### src/rtl/pipeline_ctrl.sv
// Hazard and stall controller for the 5-stage pipeline (PC, FD, DE, EM, MW).
// Produces stage write enables and bubble strobes, and counts front-end stall cycles.
module pipeline_ctrl #(
    parameter int MD_CYCLES = 32,
    parameter int CNT_W     = 6
) (
    input  logic        clk,
    input  logic        reset_n,
    input  logic [4:0]  fd_rs,
    input  logic [4:0]  fd_rt,
    input  logic        fd_uses_rs,
    input  logic        fd_uses_rt,
    input  logic        de_mem_read,
    input  logic [4:0]  de_dst_reg,
    input  logic        de_muldiv_start,
    input  logic        em_take_branch,
    input  logic        dmem_req,
    input  logic        dmem_ack,
    output logic        pc_wren,
    output logic        fd_wren,
    output logic        de_wren,
    output logic        em_wren,
    output logic        mw_wren,
    output logic        fd_flush,
    output logic        de_flush,
    output logic        em_flush,
    output logic        muldiv_busy,
    output logic [1:0]  state,
    output logic [31:0] stall_cycles
);

    typedef enum logic [1:0] {
        RUN      = 2'd0,
        MEM_WAIT = 2'd1,
        MD_BUSY  = 2'd2
    } state_t;

    localparam logic [CNT_W-1:0] MD_LOAD = CNT_W'(MD_CYCLES - 1);

    // Enable/flush vectors are ordered {pc, fd, de, em, mw} and {fd, de, em}.
    localparam logic [4:0] WREN_ALL  = 5'b11111;
    localparam logic [4:0] WREN_NONE = 5'b00000;
    localparam logic [4:0] WREN_MD   = 5'b00011;
    localparam logic [4:0] WREN_LU   = 5'b00111;

    state_t           state_q, state_n, ret_q, ret_n, eff_state;
    logic [CNT_W-1:0] md_cnt, md_cnt_n;
    logic             freeze, load_use;
    logic [4:0]       wren;
    logic [2:0]       flush;

    // On the ack cycle of a memory wait, lower priorities are judged as if already back in the saved state.
    always_comb begin
        freeze    = ((state_q == RUN) && dmem_req && !dmem_ack)
                  || ((state_q == MEM_WAIT) && !dmem_ack);
        load_use  = de_mem_read && (de_dst_reg != 5'd0)
                  && ((fd_uses_rs && (fd_rs == de_dst_reg))
                   || (fd_uses_rt && (fd_rt == de_dst_reg)));
        eff_state = (state_q == MEM_WAIT) ? ret_q : state_q;
    end

    always_comb begin
        state_n  = state_q;
        ret_n    = ret_q;
        md_cnt_n = md_cnt;
        wren     = WREN_ALL;
        flush    = 3'b000;
        if (freeze) begin
            wren = WREN_NONE;
            if (state_q != MEM_WAIT) begin
                state_n = MEM_WAIT;
                ret_n   = state_q;
            end
        end else begin
            state_n = eff_state;
            if (em_take_branch) begin
                flush = 3'b111;
                if (eff_state == MD_BUSY) begin
                    state_n  = RUN;
                    md_cnt_n = '0;
                end
            end else if (eff_state == MD_BUSY) begin
                if (md_cnt != '0) begin
                    wren     = WREN_MD;
                    flush    = 3'b001;
                    md_cnt_n = md_cnt - CNT_W'(1);
                end else begin
                    state_n = RUN;
                end
            end else if (de_muldiv_start) begin
                wren     = WREN_MD;
                flush    = 3'b001;
                md_cnt_n = MD_LOAD;
                state_n  = MD_BUSY;
            end else if (load_use) begin
                wren  = WREN_LU;
                flush = 3'b010;
            end
        end
    end

    assign {pc_wren, fd_wren, de_wren, em_wren, mw_wren} = reset_n ? wren : WREN_NONE;
    assign {fd_flush, de_flush, em_flush}                = reset_n ? flush : 3'b000;
    assign muldiv_busy = (state_q == MD_BUSY);
    assign state       = state_q;

    always_ff @(posedge clk) begin
        if (!reset_n) begin
            state_q      <= RUN;
            ret_q        <= RUN;
            md_cnt       <= '0;
            stall_cycles <= '0;
        end else begin
            state_q <= state_n;
            ret_q   <= ret_n;
            md_cnt  <= md_cnt_n;
            if (!pc_wren) begin
                stall_cycles <= stall_cycles + 32'd1;
            end
        end
    end

endmodule

### config.mk
export PLATFORM = sky130hd
export DESIGN_NAME = pipeline_ctrl
export DESIGN_NICKNAME = d
export VERILOG_FILES = /design/src/rtl/pipeline_ctrl.sv
export SDC_FILE = /design/constraint.sdc
export NUM_CORES = 1
export LEC_CHECK = 0
export ABC_CLOCK_PERIOD_IN_PS = 3900
export CAP_MARGIN = 10
export CORE_MARGIN = 2
export CORE_UTILIZATION = 45
export DETAILED_ROUTE_END_ITERATION = 7
export PLACE_DENSITY_LB_ADDON = 0.1
export SYNTH_ARGS = -nofsm -noshare
export SYNTH_HDL_FRONTEND = slang
export SYNTH_SLANG_ARGS = --single-unit
### constraint.sdc
create_clock -name clk -period 3.9 [get_ports clk]
set_input_delay 1.17 -clock clk [delete_from_list [all_inputs] [get_ports clk]]
set_output_delay 1.17 -clock clk [all_outputs]
set_load 0.01 [all_outputs]
==> out/results.txt <==
Based on the critical path, the design can be clocked at up to 263 MHz. The total of buffers placed on input and output ports is 66. The tools report the required time at the endpoint of the critical path as 2.73 ns. The share of async-settable or async-resettable flops after synthesis was 0. The count of pins on the block boundary was 67. The root buffer cell chosen for the clock tree is sky130_fd_sc_hd__clkbuf_8.

The number of global-route vias before repair came out at 2050. The critical path starts at de_dst_reg[1]. The number of cells traversed by the worst register-to-register path is 9, and the vertical die dimension is 76.3 µm.

Setup violations remaining at the end of the flow were counted as 0. The run gives 2350 µm² as the cell area after technology mapping. For this design, the CTS-stage hold fixing added 0 buffers. Post-route clock skew: 0.0129 ns. The tools report the kind of start point of the critical path as an input pin. After clock tree synthesis, the clock-pin slew on the worst setup and hold paths is 0.09 ns. The max-slew headroom at the worst pin was 0.615; the relative area change from synthesis to final layout was 35.4%. For the number of slew-limit violations in the final report, the log shows 0. The congestion estimate from routability-driven global placement came to 0.798. Adding up every negative setup slack in the final design gives 0 ns. The portion of the clock cycle consumed by the worst path in the final layout was 0.976. The tools report the reg-to-reg startpoint as md_cnt[1]. The total half-perimeter wirelength after legalization and detailed placement is 3950 µm, and the smallest hold slack is 0.486 ns. Measured along the x axis, the die boundary spans 76.3 µm. Across all layers, the routed design uses 2392 vias. In the synthesized netlist the dominant register cell turns out to be sky130_fd_sc_hd__dfxtp_1. The data arrival time of the critical path came out at 2.64 ns.

Wires add up to 5540 µm. The H-tree was split into 2 levels. The logs give 0 for the total global routing overflow and 2 for the largest buffer count on any clock path. The Yosys step of the flow raised 0 warnings.

The run gives 26 as the number of rows created at floorplan. The initial antenna violation count is 0, and the count of flip-flops with a built-in enable after synthesis is 0. For the pin with the worst max-slew slack, the measured transition is 0.571 ns.

In this run the remaining antenna-violating nets after routing total 0. Synthesis produced a netlist whose cell count is 291. The starting density of the core came out at 0.463. The total die area is 5820 µm².

The logs give 1.16 ns for the slack of the worst reg-to-reg path and 0 for the number of antenna repair diodes. After detailed routing, the number of remaining DRC violations is 0. The tools report the sort of element at the end of the critical path as a primary output. The worst voltage drop across the vdd grid was 0.175 mV. Overall fraction of global-route tracks in use: 0.191. The flow ran to the end, and the final reports show no timing, DRC or antenna violations.

Max-cap violations in this run came to 0. Yosys mapped the design onto 48 distinct sky130hd cell types. Setup repair after global routing left no endpoint under its margin. Counting I/O delays and the setup requirement, the final critical path takes 3.81 ns. Worst setup path endpoint: pc_wren. The number of clock buffers added by TritonCTS is 5.

The logs give 5070 µm² for the standard cell core area and 42 for the number of sinks handled by clock tree synthesis. Ranked by total cell area, the synthesized netlist is headed by sky130_fd_sc_hd__dfxtp_1 (36%), sky130_fd_sc_hd__a21oi_1 (7.7%), sky130_fd_sc_hd__o31ai_1 (4.8%). The first detailed-routing pass ran for 4 iterations.

Entering global routing, the biggest net connects 63 pins. TritonCTS built the clock tree. After detailed routing, the average wire length per cell comes to 12.8 µm. The proportion of synthesized chip area in sequential cells came out at 0.358. Cell type with the highest aggregate area in the netlist: sky130_fd_sc_hd__dfxtp_1. The first routing iteration left 105 violations.

The via count normalized by instance count was 5.54; the insertion delay to the later sink of the worst-skew pair was 0.30 ns. The analysis attributes to cell leakage a power of 1.07 nW. The final-stage net count is 387.

The class of the tightest hold or removal check is flop to flop. The power per unit of standard cell area is 282 nW/µm². The layout cell share with drive strength beyond 1 was 0.0912; the wire length of the first global-routing pass was 9330 µm. The run gives 0 as the final count of hold timing violations.

Worst flop-to-flop path endpoint: stall_cycles[1]. Synthesis inferred 42 register bits. Of all nets on the critical path, the largest fanout is 3. The mean instance size in the synthesized netlist is 8.08 µm², and the area share of the largest cell type after synthesis is 0.358. The classification of the worst setup path was input pin to primary output.

The run gives 317 as the synthesized netlist net count.
==> layout make-up <==
type                            count  area, µm²
Clock buffer                        5       68.8
Clock inverter                      3       23.8
Fill cell                         478       1890
Inverter                            8       30.0
Multi-Input combinational cell    225       1380
Sequential cell                    42        841
Tap cell                           70       87.6
Timing Repair Buffer               79        749
==> flip-flops by register name, summed over array words and instances, names as in the netlist <==
signal        count
state             2
stall_cycles     32
md_cnt            6
ret_q             2
==> per-layer routing <==
| metal | vias up | GRT usage | wire (µm) |
|---|---|---|---|
| met5 | - | 0 | 0 |
| met4 | 0 | 0.0545 | 35 |
| met3 | 2 | 0.0474 | 308 |
| met2 | 61 | 0.317 | 2580 |
| met1 | 1103 | 0.246 | 2610 |
| li1 | 1226 | - | - |
==> critical path, stage by stage <==
cell,delay [ns]
sky130_fd_sc_hd__clkdlybuf4s50_1,0.41
sky130_fd_sc_hd__or4_1,0.41
sky130_fd_sc_hd__o21a_1,0.22
sky130_fd_sc_hd__a31oi_4,0.27
sky130_fd_sc_hd__buf_6,0.15
==> worst min-delay path by stage <==
stage	start	end	slack, ns	cells after the start
final	stall_cycles[31]	stall_cycles[31]	0.49	2
after global routing	ret_q[0]	ret_q[0]	0.53	1
after CTS	stall_cycles[31]	stall_cycles[31]	0.49	2
after detailed placement	stall_cycles[31]	stall_cycles[31]	0.47	2
after global placement	stall_cycles[31]	stall_cycles[31]	0.46	2
after floorplan	md_cnt[4]	md_cnt[4]	0.46	2
==> cells in the mapped netlist (3+ instances only) <==
cell type and instances:
sky130_fd_sc_hd__dfxtp_1 42, sky130_fd_sc_hd__a21oi_1 36, sky130_fd_sc_hd__nor2_1 21, sky130_fd_sc_hd__nand2_1 20, sky130_fd_sc_hd__o21ai_0 20, sky130_fd_sc_hd__o31ai_1 15, sky130_fd_sc_hd__or3_1 15, sky130_fd_sc_hd__or4_1 15
sky130_fd_sc_hd__nand3_1 12, sky130_fd_sc_hd__nand4_1 10, sky130_fd_sc_hd__xnor2_1 10, sky130_fd_sc_hd__and3_1 8, sky130_fd_sc_hd__clkbuf_1 8, sky130_fd_sc_hd__inv_1 8, sky130_fd_sc_hd__and2_1 5, sky130_fd_sc_hd__buf_6 3
sky130_fd_sc_hd__nor3_1 3
==> stage by stage <==
| step | power [mW] | instance area [µm²] | worst slack (ns) | util | instances |
|---|---|---|---|---|---|
| after global routing | 0.945 | 3180 | 0.0128 | 0.627 | 432 |
| after global placement | 0.616 | 3090 | -0.470 | 0.609 | 424 |
| after detailed placement | 0.618 | 3090 | -0.472 | 0.609 | 424 |
| after CTS | 0.905 | 3170 | -0.00329 | 0.624 | 432 |
| final | 0.897 | 3180 | 0.0940 | 0.627 | 432 |
| after floorplan | 0.550 | 2350 | 0.174 | - | 291 |
==> cell families after synthesis <==
family | synth area share
XOR/XNOR | 0.0410
AND/OR/NAND/NOR | 0.303
AO/OA/AOI/OAI | 0.227
adder cells (fa/ha/maj) | 0.0106
buffers and inverters | 0.0569
flip-flops | 0.358
multiplexers | 0.00426
==> power by group <==
| group | total, mW | switching [mW] | internal (mW) |
|---|---|---|---|
| registers | 0.450 | 0.0128 | 0.437 |
| logic | 0.155 | 0.0760 | 0.0793 |
| clock network | 0.292 | 0.164 | 0.128 |
==> what timing repair did <==
item,in CTS,in global routing
setup endpoints to repair,8,3
resized for setup,20,4
buffers inserted,0,0
pin swaps,4,4
==> cell usage in the layout, fill, tap and decap left out, drive strengths merged, types with 4 or more instances in the layout <==
master,instances
o31ai,16
and3,8
clkdlybuf4s50,55
nor2,21
and2,5
dlygate4sd2,7
nand3,12
a21oi,36
or3,15
xnor2,10
or4,15
buf,16
clkbuf,5
inv,9
o21ai,22
dfxtp,42
nand2,20
nor3,4
nand4,10
No activity file was read; power rests on OpenSTA's default activity.
